--- config.mk ---
export PLATFORM = sky130hd
export DESIGN_NAME = cordic_sqrt_range
export DESIGN_NICKNAME = d
export VERILOG_FILES = /design/src/rtl/cordic_sqrt_range_pkg.sv /design/src/rtl/sqrt_denorm_shift.sv /design/src/rtl/cordic_sqrt_range.sv
export SDC_FILE = /design/constraint.sdc
export NUM_CORES = 1
export LEC_CHECK = 0
export CAP_MARGIN = 20
export CORE_MARGIN = 2
export CORE_UTILIZATION = 52
export DETAILED_ROUTE_END_ITERATION = 7
export GPL_TIMING_DRIVEN = 0
export PLACE_DENSITY = 0.8
export SYNTH_ARGS = -nofsm -noshare
export SYNTH_HDL_FRONTEND = slang
export SYNTH_SLANG_ARGS = --single-unit
--- constraint.sdc ---
create_clock -name clk -period 2.5 [get_ports clk]
set_clock_uncertainty 0.2 [all_clocks]
set_input_delay 0.25 -clock clk [delete_from_list [all_inputs] [get_ports clk]]
set_output_delay 0.25 -clock clk [all_outputs]
set_load 0.05 [all_outputs]
--- src/rtl/cordic_sqrt_range_pkg.sv ---
// Shared types and constants for the CORDIC sqrt range-reduction wrapper.
// Defaults, output width derivation and FSM encoding.
package cordic_sqrt_range_pkg;

  localparam int XW_DEF   = 32;
  localparam int FRAC_DEF = 8;
  localparam int MW       = 16;
  localparam logic [MW-1:0] SAT = 16'hFFFF;

  function automatic int ow_of(input int xw, input int frac);
    return xw / 2 + frac;
  endfunction

  localparam int OW_DEF = ow_of(XW_DEF, FRAC_DEF);

  typedef enum logic [2:0] {
    IDLE,
    NORM,
    KICK,
    ARM,
    WAIT,
    DNRM,
    DONE
  } state_t;

endpackage

--- src/rtl/sqrt_denorm_shift.sv ---
// Saturate a wrapped core result, then scale it back down by h.
// Purely combinational.
module sqrt_denorm_shift
  import cordic_sqrt_range_pkg::*;
#(
  parameter int OW = OW_DEF,
  parameter int HW = 4
) (
  input  logic [MW-1:0] r,
  input  logic [HW-1:0] h,
  output logic [OW-1:0] q
);

  logic [MW-1:0] rs;
  logic [OW-1:0] wide;

  // sqrt of a mantissa >= 0.25 always has its MSB set
  assign rs   = r[MW-1] ? r : SAT;
  assign wide = {rs, {(OW-MW){1'b0}}};
  assign q    = wide >> h;

endmodule

--- src/rtl/cordic_sqrt_range.sv ---
// Range reduction around a sequential CORDIC sqrt core:
// normalize by even shifts, launch core, denormalize result.
module cordic_sqrt_range
  import cordic_sqrt_range_pkg::*;
#(
  parameter int XW   = XW_DEF,
  parameter int FRAC = FRAC_DEF,
  localparam int OW  = ow_of(XW, FRAC)
) (
  input  logic          clk,
  input  logic          rstx,
  input  logic          in_valid,
  output logic          in_ready,
  input  logic [XW-1:0] in_x,
  output logic          out_valid,
  input  logic          out_ready,
  output logic [OW-1:0] out_q,
  output logic          core_start,
  output logic [MW-1:0] core_din,
  input  logic          core_busy,
  input  logic [MW-1:0] core_dout
);

  localparam int HW = $clog2(XW / 2);

  state_t        state;
  state_t        nxt;
  logic [XW-1:0] m;
  logic [HW-1:0] h;
  logic [MW-1:0] r;
  logic [OW-1:0] q_dn;
  logic          top0;

  assign top0       = (m[XW-1:XW-2] == 2'b00);
  assign in_ready   = (state == IDLE);
  assign out_valid  = (state == DONE);
  assign core_start = (state == KICK);

  sqrt_denorm_shift #(
    .OW(OW),
    .HW(HW)
  ) u_dn (
    .r(r),
    .h(h),
    .q(q_dn)
  );

  always_ff @(posedge clk) begin
    if (!rstx) begin
      state    <= IDLE;
      m        <= '0;
      h        <= '0;
      r        <= '0;
      core_din <= '0;
      out_q    <= '0;
    end else begin
      state <= nxt;
      unique case (state)
        IDLE: begin
          if (in_valid) begin
            m <= in_x;
            h <= '0;
            if (in_x == '0) out_q <= '0;
          end
        end
        NORM: begin
          if (top0) begin
            m <= m << 2;
            h <= h + HW'(1);
          end else begin
            core_din <= m[XW-1 -: MW];
          end
        end
        WAIT: if (!core_busy) r <= core_dout;
        DNRM: out_q <= q_dn;
        default: ;
      endcase
    end
  end

  always_comb begin
    nxt = state;
    unique case (state)
      IDLE: begin
        if (in_valid) nxt = (in_x == '0) ? DONE : NORM;
      end
      NORM: if (!top0) nxt = KICK;
      KICK: nxt = ARM;
      ARM:  nxt = WAIT;
      WAIT: if (!core_busy) nxt = DNRM;
      DNRM: nxt = DONE;
      DONE: if (out_ready) nxt = IDLE;
      default: nxt = IDLE;
    endcase
  end

endmodule
==> results by group <==
Global routing
  • Initial antenna violation count: 0
  • Vias in the first global route: between 4000 and 5000
  • First-pass GRT wire length: around 22 mm
  • GRT overflow: 0
  • GRT Util Overall: roughly 27%
  • Largest net degree at the start of global routing: 21

Place
  • Post-DP HPWL: ~10 mm
  • Placer Congestion: around 1
  • Placed insts: 740
  • Cell Area, Placed: about 6000 um2
  • Port bufs: 95

Timing
  • Worst-Margin Slew: around 0.60 ns
  • Final worst-path cycle share: 96.57%
  • RSZ-0062 raised after global routing: no
  • Final count of negative-setup-slack endpoints: 0
  • WHS: ~0.23 ns
  • Slew HR: 59.58%
  • Final Max Slew Viols: 0
  • Fin crit period: ~2.4 ns
  • Maximum clock frequency: roughly 410 MHz
  • Final hold vios: 0

Job
  • Max-capacitance violation count: 0

Routing
  • Drt first pass iters: 5
  • Routed via count: around 4500
  • Antenna viol nets, final: 0
  • Drt via density: a little under 6
  • WL/cell: approximately 18 um
  • Drt first-iter violations: approximately 210
  • Total Wirelength: roughly 13 mm
  • Drt drc: 0

Yosys
  • Warnings from Yosys: 0
  • Largest cells by area after synthesis: dfxtp_1 (39%), mux2i_1 (11%), nand2_1 (9.3%), o211a_1 (6.1%), a21boi_0 (5.4%)
  • Syn nets: 589
  • FFs w/ async S/R, synth: 0%
  • Top cell type's share of synthesized area: between 30 and 40%
  • Synth Instances: 534
  • Cell area after synthesis: about 4900 um2
  • Ys flop type: dfxtp_1
  • Seq/Total Area, Yosys: between 30% and 40%
  • Post-synth EDFFs: 0
  • Distinct cells, synth: between 50 and 60
  • FF+latch count, synth: 95
  • Avg Cell Area, Syn: around 9 um2
  • Synth area leader: dfxtp_1

Worst setup path
  • Slowest CP cell: clkdlybuf4s50_1
  • Worst R2R Start: h[0]$_SDFFE_PN0P_
  • Critical path data required time: around 2 ns
  • Reg2reg setup slack: approximately 0.25 ns
  • Worst Path Max Fanout: 10
  • RR Endpoint: out_q[6]$_SDFFE_PN0P_
  • Crit Path Category: reg -> out
  • Worst R2R Path Depth: 6
  • Critical path arrival: around 2 ns
  • Worst setup EP type: output port
  • Slowest stage delay, CP: 0.85 ns
  • CP Launch Type: flip-flop
  • Worst-path cell chain: buf_2, nor3_2, clkdlybuf4s50_1
  • Setup crit start: state[2]$_SDFFE_PN0P_

Power
  • Pwr dens: ~830 nW/um2
  • LEAKAGE: between 2 and 3 nW
  • Peak VDD IR: approximately 0.58 mV

Clock tree
  • Setup bufs post-CTS: 0
  • Clock sinks: between 90 and 100
  • CTS Buf Count: 9
  • CTS tree: done
  • Level count of the clock H-tree: 3
  • PostCTS Resize Cnt: 0
  • CTS max path bufs: 2
  • CTS Hold Buffers Added: 0
  • Worst-path clk slew: roughly 0.11 ns
  • Worst skew pair latency: around 0.37 ns
  • Root buf cell: clkbuf_8

Final layout
  • Commonest non-fill, non-tap cell in the layout: nand2_1
  • Non-filler instance count after layout: between 700 and 800
  • Share of cells above drive strength 1: 8.992%
  • Most frequent cells in the layout: nand2_1 (121), dfxtp_1 (95), clkdlybuf4s50_1 (93), mux2i_1 (53), a21boi_0 (35)
  • Diodes inserted: 0
  • Final core utilization: about two thirds
  • Design Area, Final: around 6200 um2
  • Fin nets: 695
  • Layout area overhead: 26.64%

Floorplanning
  • Starting Density: a little over half
  • Core area: about 9000 um2
  • Die W: 101.0 um
  • Die height: about 100 um
  • Die area: around 10000 um2
  • # IOs: 96
  • Rows: 35

Worst hold path
  • Sink of the worst hold path: r[14]$_SDFFE_PN0P_
  • Tightest Hold Check Type: in -> reg
  • HP Start: core_dout[14]
  • Hold path cells: 3

Outcome
  • Status: finished, final reports clean
flip-flops by register name, indices dropped and copies added (netlist names):
register,flops
out_q,24
m,32
r,16
state,3
core_din,16
h,4
cell usage after synthesis (all sizes together), types with 7 or more instances:
cell    instances
nand3           7
nor2b           7
o21ai           8
a21oi          17
mux2i          53
nand2         121
nor4            8
buf            24
nor2           16
a21boi         36
clkbuf         18
dfxtp          95
mux4            9
o211a          30
how the worst max path moves through the flow:
stage	end	slack, ns	cells past startpoint
after floorplan	out_q[17]$_SDFFE_PN0P_	0.10	7
after global placement	out_q[16]$_SDFFE_PN0P_	-0.14	7
after detailed placement	out_q[17]$_SDFFE_PN0P_	-0.17	7
after CTS	core_start	0.02	3
after global routing	in_ready	0.04	3
final	in_ready	0.09	3
power breakdown:
group	leakage (nW)	total [mW]	internal, mW	switching, mW
clock network	0.105	1.04	0.405	0.637
logic	1.68	2.08	0.885	1.19
registers	0.774	2.03	1.82	0.217
routing by layer:
metal / up-vias / wire, um / global-route usage (%) / part of all wire, %
met4: 0 / 234 / 7.900 / 1.7
met3: 21 / 789 / 6.172 / 5.9
li1: 2160 / - / - / -
met2: 146 / 6024 / 41.38 / 45
met1: 2144 / 6423 / 38.90 / 48
met5: - / 0 / 0 / 0
cell type report:
cell class,instances,area [um2]
tap,111,138.9
sequential,95,1902
buffer,42,222.7
inverter,5,18.77
clock inverter,7,83.83
multi-input combinational,392,2745
timing repair buffer,95,955.9
clock buffer,9,123.9
fill,803,3005
metrics by stage:
| stage | setup slack [ns] | TNS, ns | power, mW |
|---|---|---|---|
| global route | 0.04088 | 0 | 5.472 |
| detailed placement | -0.1739 | -3.499 | 4.133 |
| global placement | -0.1392 | -2.834 | 4.071 |
| floorplan | 0.1026 | 0 | 3.539 |
| CTS | 0.02276 | 0 | 5.168 |
| finish | 0.08565 | 0 | 5.156 |
kinds of logic after synthesis:
family                   count (synthesis)  synth area share [%]
adder cells (fa/ha/maj)                  2                0.5118
AND/OR/NAND/NOR                        183                 16.92
flip-flops                              95                 38.90
AO/OA/AOI/OAI                          142                 23.04
multiplexers                            65                 15.69
buffers and inverters                   47                 4.939
critical path: cells and delay by family (launching register included):
family                 cells  cell delay, ns
DFF                        1            0.32
and+or+nand+nor            1            0.26
buffers and inverters      2            1.02
No activity file was read; power rests on OpenSTA's default activity.
